$ cat src/rtl/serial_adder_n.sv
`default_nettype none
// +-------------------------------------------------------------------------+
// | serial_adder_n : bit-serial WIDTH-bit adder/subtractor, LSB first,      |
// |                  start/busy/done handshake.  Rev 1.0                     |
// +-------------------------------------------------------------------------+
module serial_adder_n #(
  parameter int WIDTH = 8,
  parameter int CNT_W = $clog2(WIDTH) + 1
) (
  input  logic             CLK100MHZ,
  input  logic             CPU_RESETN,
  input  logic             start,
  input  logic             sub,
  input  logic [WIDTH-1:0] a,
  input  logic [WIDTH-1:0] b,
  output logic             busy,
  output logic             done,
  output logic [WIDTH-1:0] sum,
  output logic             cout,
  output logic             ovf
);

  typedef enum logic {
    S_IDLE = 1'b0,
    S_RUN  = 1'b1
  } state_t;

  localparam logic [CNT_W-1:0] C_LAST_BIT = CNT_W'(WIDTH - 1);

  state_t           state_q, state_d;
  logic [WIDTH-1:0] a_q, a_d;
  logic [WIDTH-1:0] b_q, b_d;
  logic [WIDTH-1:0] sum_q, sum_d;
  logic [CNT_W-1:0] cnt_q, cnt_d;
  logic             carry_q, carry_d;
  logic             cout_q, cout_d;
  logic             ovf_q, ovf_d;
  logic             done_q, done_d;
  logic             w_bit_sum;
  logic             w_bit_carry;

  always_ff @(posedge CLK100MHZ or negedge CPU_RESETN) begin
    if (!CPU_RESETN) begin
      state_q <= S_IDLE;
      a_q     <= '0;
      b_q     <= '0;
      sum_q   <= '0;
      cnt_q   <= '0;
      carry_q <= 1'b0;
      cout_q  <= 1'b0;
      ovf_q   <= 1'b0;
      done_q  <= 1'b0;
    end else begin
      state_q <= state_d;
      a_q     <= a_d;
      b_q     <= b_d;
      sum_q   <= sum_d;
      cnt_q   <= cnt_d;
      carry_q <= carry_d;
      cout_q  <= cout_d;
      ovf_q   <= ovf_d;
      done_q  <= done_d;
    end
  end

  assign w_bit_sum   = a_q[0] ^ b_q[0] ^ carry_q;
  assign w_bit_carry = (a_q[0] & b_q[0]) | (a_q[0] & carry_q) | (b_q[0] & carry_q);

  always_comb begin
    state_d = state_q;
    a_d     = a_q;
    b_d     = b_q;
    sum_d   = sum_q;
    cnt_d   = cnt_q;
    carry_d = carry_q;
    cout_d  = cout_q;
    ovf_d   = ovf_q;
    done_d  = 1'b0;
    case (state_q)
      S_IDLE: begin
        // Subtraction is a + ~b + 1: the +1 enters as the initial carry.
        if (start) begin
          a_d     = a;
          b_d     = sub ? ~b : b;
          carry_d = sub;
          cnt_d   = '0;
          sum_d   = '0;
          state_d = S_RUN;
        end
      end
      S_RUN: begin
        a_d     = a_q >> 1;
        b_d     = b_q >> 1;
        sum_d   = {w_bit_sum, sum_q[WIDTH-1:1]};
        carry_d = w_bit_carry;
        cnt_d   = cnt_q + CNT_W'(1);
        if (cnt_q == C_LAST_BIT) begin
          // carry_q here is the carry into the MSB.
          cout_d  = w_bit_carry;
          ovf_d   = carry_q ^ w_bit_carry;
          done_d  = 1'b1;
          state_d = S_IDLE;
        end
      end
      default: state_d = S_IDLE;
    endcase
  end

  assign busy = (state_q == S_RUN);
  assign done = done_q;
  assign sum  = sum_q;
  assign cout = cout_q;
  assign ovf  = ovf_q;

endmodule
`default_nettype wire

$ cat config.mk
export PLATFORM = sky130hd
export DESIGN_NAME = serial_adder_n
export DESIGN_NICKNAME = d
export VERILOG_FILES = /design/src/rtl/serial_adder_n.sv
export SDC_FILE = /design/constraint.sdc
export NUM_CORES = 1
export LEC_CHECK = 0
export CORE_ASPECT_RATIO = 0.8
export CORE_UTILIZATION = 40
export DETAILED_ROUTE_END_ITERATION = 8
export PLACE_DENSITY = 0.69
export SYNTH_ARGS = -nofsm -noshare
export SYNTH_HDL_FRONTEND = slang
export SYNTH_SLANG_ARGS = --single-unit
$ cat constraint.sdc
create_clock -name CLK100MHZ -period 1.1 [get_ports CLK100MHZ]
set_clock_uncertainty 0.05 [all_clocks]
set_input_delay 0.22 -clock CLK100MHZ [delete_from_list [all_inputs] [get_ports CLK100MHZ]]
set_output_delay 0.22 -clock CLK100MHZ [all_outputs]
set_load 0.05 [all_outputs]
After elaboration in Yosys (flattened, before gate mapping) --
Cells that the tools add are included.
Word-level totals: input port bits 20, output and inout port bits 12, word-level logic and storage cells 39, flip-flop bits (word level) 33
Cells by class: multiplexer cells 16, equality and inequality tests 2, add/sub/neg operators 1, bitwise logic cells 10, reductions and logical operators 1
Operators with widths (count):
- case mux 8 bit (2 select lines) | 3
- two-way mux 8 bit | 4
- inverter 8 bit | 1
- case mux 4 bit (2 select lines) | 1
- two-way mux 1 bit | 5
- adder 4 x 1 -> 4 bit (second input constant) | 1
- equality test 4 x 3 -> 1 bit (second input constant) | 1
- two-way mux 4 bit | 1
- case mux 1 bit (2 select lines) | 2
- bitwise AND 1 bit | 3
- bitwise XOR 1 bit | 3
- inequality test 2 bit (second input constant) | 1
- bitwise OR 1 bit | 2
- AND reduction 2 bit | 1
- inverter 1 bit | 1

Depth between registers and ports, before layout --
depth after elaboration 4, gate-level depth with buffers 4, gate-level depth less buffers 4

Worst setup path before layout --
OpenSTA, ideal clock, no wires.
path kind flip-flop to flip-flop, start point register state_q, in the netlist busy, end point register cnt_q[0], arrival time 1258 ps, stages on the path, launching flop included 4, path buffers 2, required time 971 ps, slack -287 ps, setup time 79 ps, clock period less this slack 1387 ps, cell sequence dfrtp_1 buf_4 buf_4 mux2i_1
Between the ends: word-level cells in the longest chain between the ends 2, elaborated cells on any way between the ends 3, those cells by class eq/ne (1); mux (1); bitwise (1)
RTL lines:
- start: declaration | RTL line 30 | state_t state_q, state_d;
- start signal: assignment | RTL line 54 | state_q <= state_d;
- inverter 1 bit
- case mux 4 bit (2 select lines) / inequality test 2 bit (equally long branches)
- end signal: assignment | RTL line 58 | cnt_q <= cnt_d;
- end: declaration | RTL line 34 | logic [CNT_W-1:0] cnt_q, cnt_d;
Parallel ways exist; a longest one is shown, timed or not. A chain may end at the register's enable or synchronous reset.

Worst setup path in the final report --
start point register state_q, in the netlist busy, end point output port busy
RTL lines:
- end: declaration | RTL line 16 | output logic busy,
No word-level cell between the ends.

==> results.ini <==
[finish]
mostFrequentLayoutCell = dfrtp_1
antenna_cells = 0
layout.nets = 231
drive_above_1_share_pct = 42.6
layout_common_cells = 32 x dfrtp_1, 17 x mux2i_1, 17 x clkdlybuf4s50_1, 17 x buf_12, 16 x buf_4
synthToLayoutAreaGrowth_pct = 70.0
post-route-util_pct = 70.7
seq_area_um2 = 827
multi_input_area_um2 = 802
nFillCells = 260

[timing]
hold_viol_final = 0
setup_viol = 36
worstMarginPinSlew_ns = 0.287
fin_ws_ns = -0.162
slew_headroom_pct = 80.9
finalCriticalPeriod_ns = 1.26
drv_slew = 0
min_period_over_period_pct = 115
fmax_mhz = 792
rsz0062_at_grt = yes

[clock_network]
cts_buffer_depth = 2
clkTransAtPathRegs_ns = 0.06
ctsHoldBuffers = 0
cts_inserted_buffers = 5
insertion_delay_ns = 0.29
clock_sinks = 33
cts_tree = built
cts_root_buf = clkbuf_8
cts_htree_levels = 2

[yosys]
ys_seq_area_share_pct = 52.2
synth_area_per_cell_um2 = 11.0
netlist_area_mm2 = 0.00158
synth_fp_nets = 166
synthCells = 144
ys_ff_latch = 33
synth_cell_types = 22
yosys_warnings = 0

[detailed_routing]
dr.pass1.iters = 4
drt_iter0_markers = 82
finalWirelength_um = 4190
dr_total_vias = 1281
wl_per_cell_um = 15.9
vias_per_cell = 4.85
antenna_left = 0
drc_errors = 0

[setup_path]
crit_fanout = 3
criticalPathCategory = reg2out
crit_path_start_kind = register
crit_path_end_kind = primary output
worstPathArrival_ns = 0.99
cp_data_required_time_ns = 0.83

[run_status]
status = complete, but fails checks
failed_checks = negative setup slack

[die]
initial_core_util_pct = 41.6
die_h_um = 58.2
ioPinCount = 32
rows = 20
die_w_um = 72.3
fp.coreArea_mm2 = 0.00380
die_area_mm2 = 0.00421

[place]
gp_congestion = 0.653
io_buffer_count = 31
post-dp-hpwl_um = 2150

[global_route]
grt_max_degree = 34
grt_pass1_wl_um = 5690
grt_pass1_vias = 1142
track_usage_pct = 18.7
antenna_found_initial = 0
grt_overflow_total = 0

[pwr]
power_density_mw_per_mm2 = 2910
power_uw = 7840
ir_worst_vdd_uv = 1500
power_leakage_uw = 0.00125

[worst_hold_path]
hold_path.class = in2async

[run]
cap_violations = 0

## cell type report
cell class | instances | share of cell area (%)
Inverter | 4 | 0.558
Sequential cell | 33 | 30.8
Timing Repair Buffer | 67 | 33.1
Tap cell | 55 | 2.56
Clock buffer | 7 | 3.21
Multi-Input combinational cell | 98 | 29.8
## report_power, final
group	total, µW	switching (µW)	internal [µW]
logic	4720	2110	2610
clock network	923	427	496
registers	2190	483	1710
## cells by family (layout without fill, tap and decap cells)
family / Yosys count / count (layout) / synth area share [%]
buffers and inverters: 13 / 78 / 6.17
muxes: 17 / 17 / 10.8
DFF: 33 / 33 / 52.2
AOI/OAI and AO/OA: 29 / 29 / 10.5
xor gates and xnor gates: 11 / 11 / 6.09
adders and majority gates: 2 / 2 / 2.06
and+or+nand+nor: 39 / 39 / 12.2
## routing by layer
| layer | share of wire [%] | GRT usage [%] | vias up |
|---|---|---|---|
| met5 | 0 | 0 | - |
| met4 | 1.8 | 8.40 | 0 |
| met3 | 4.3 | 7.30 | 7 |
| met2 | 49 | 27.4 | 25 |
| met1 | 44 | 24.5 | 639 |
| li1 | - | - | 610 |
## final timing paths
path,cells after the start,slack [ns],end,start
max in group asynchronous,2,0.57,busy,CPU_RESETN
setup reg to reg,4,-0.14,cnt_q[1],busy
hold / removal,2,0.25,done,CPU_RESETN
setup / recovery,2,-0.16,busy,busy
min in group CLK100MHZ,4,0.41,b_q[7],sub
hold reg to reg,2,0.45,a_q[3],a_q[4]
## sequential cells by signal, indices dropped and copies added (netlist names)
register,flops
cnt_q,4
b_q,8
busy,1
sum,8
done,1
a_q,8
ovf,1
cout,1
carry_q,1
## stage by stage
stage / std cells / setup slack [ns] / cell area [µm²] / TNS (ns) / hold WS [ns]
5_1_grt: 264 / -0.191 / 2690 / -3.22 / 0.267
3_3_place_gp: 231 / -0.304 / 2130 / -7.46 / 0.410
2_1_floorplan: 144 / -0.0580 / 1590 / -1.11 / -0.126
4_1_cts: 251 / -0.154 / 2360 / -2.16 / 0.251
3_5_place_dp: 231 / -0.334 / 2130 / -8.36 / 0.422
6_report: 264 / -0.162 / 2690 / -1.87 / 0.248
## Yosys cell counts, drive strengths merged
cell    number  area (µm²)
nand2       23        86.3
nand3        1        5.00
inv          4        15.0
nor2         4        15.0
mux2i       17         170
ha           1        12.5
o21ai       23         115
fa           1        20.0
dfrtp       33         826
buf          9        82.6
nor2b        1        6.26
a211oi       2        20.0
nand2b       9        56.3
a21oi        1        5.00
xor2         9        78.8
a22o         3        26.3
xnor2        2        17.5
nand4b       1        23.8
## critical path, cell delays in order, from the launching register on
cell and delay, ns:
dfrtp_2 0.43, buf_12 0.14, buf_12 0.14
## what timing repair did
action,CTS,global route
resized for setup,12,52
cloned,2,6
pin swaps,1,11
endpoints found under the setup margin,28,44
buffers inserted,11,7
(Power assumes the default switching activity.)
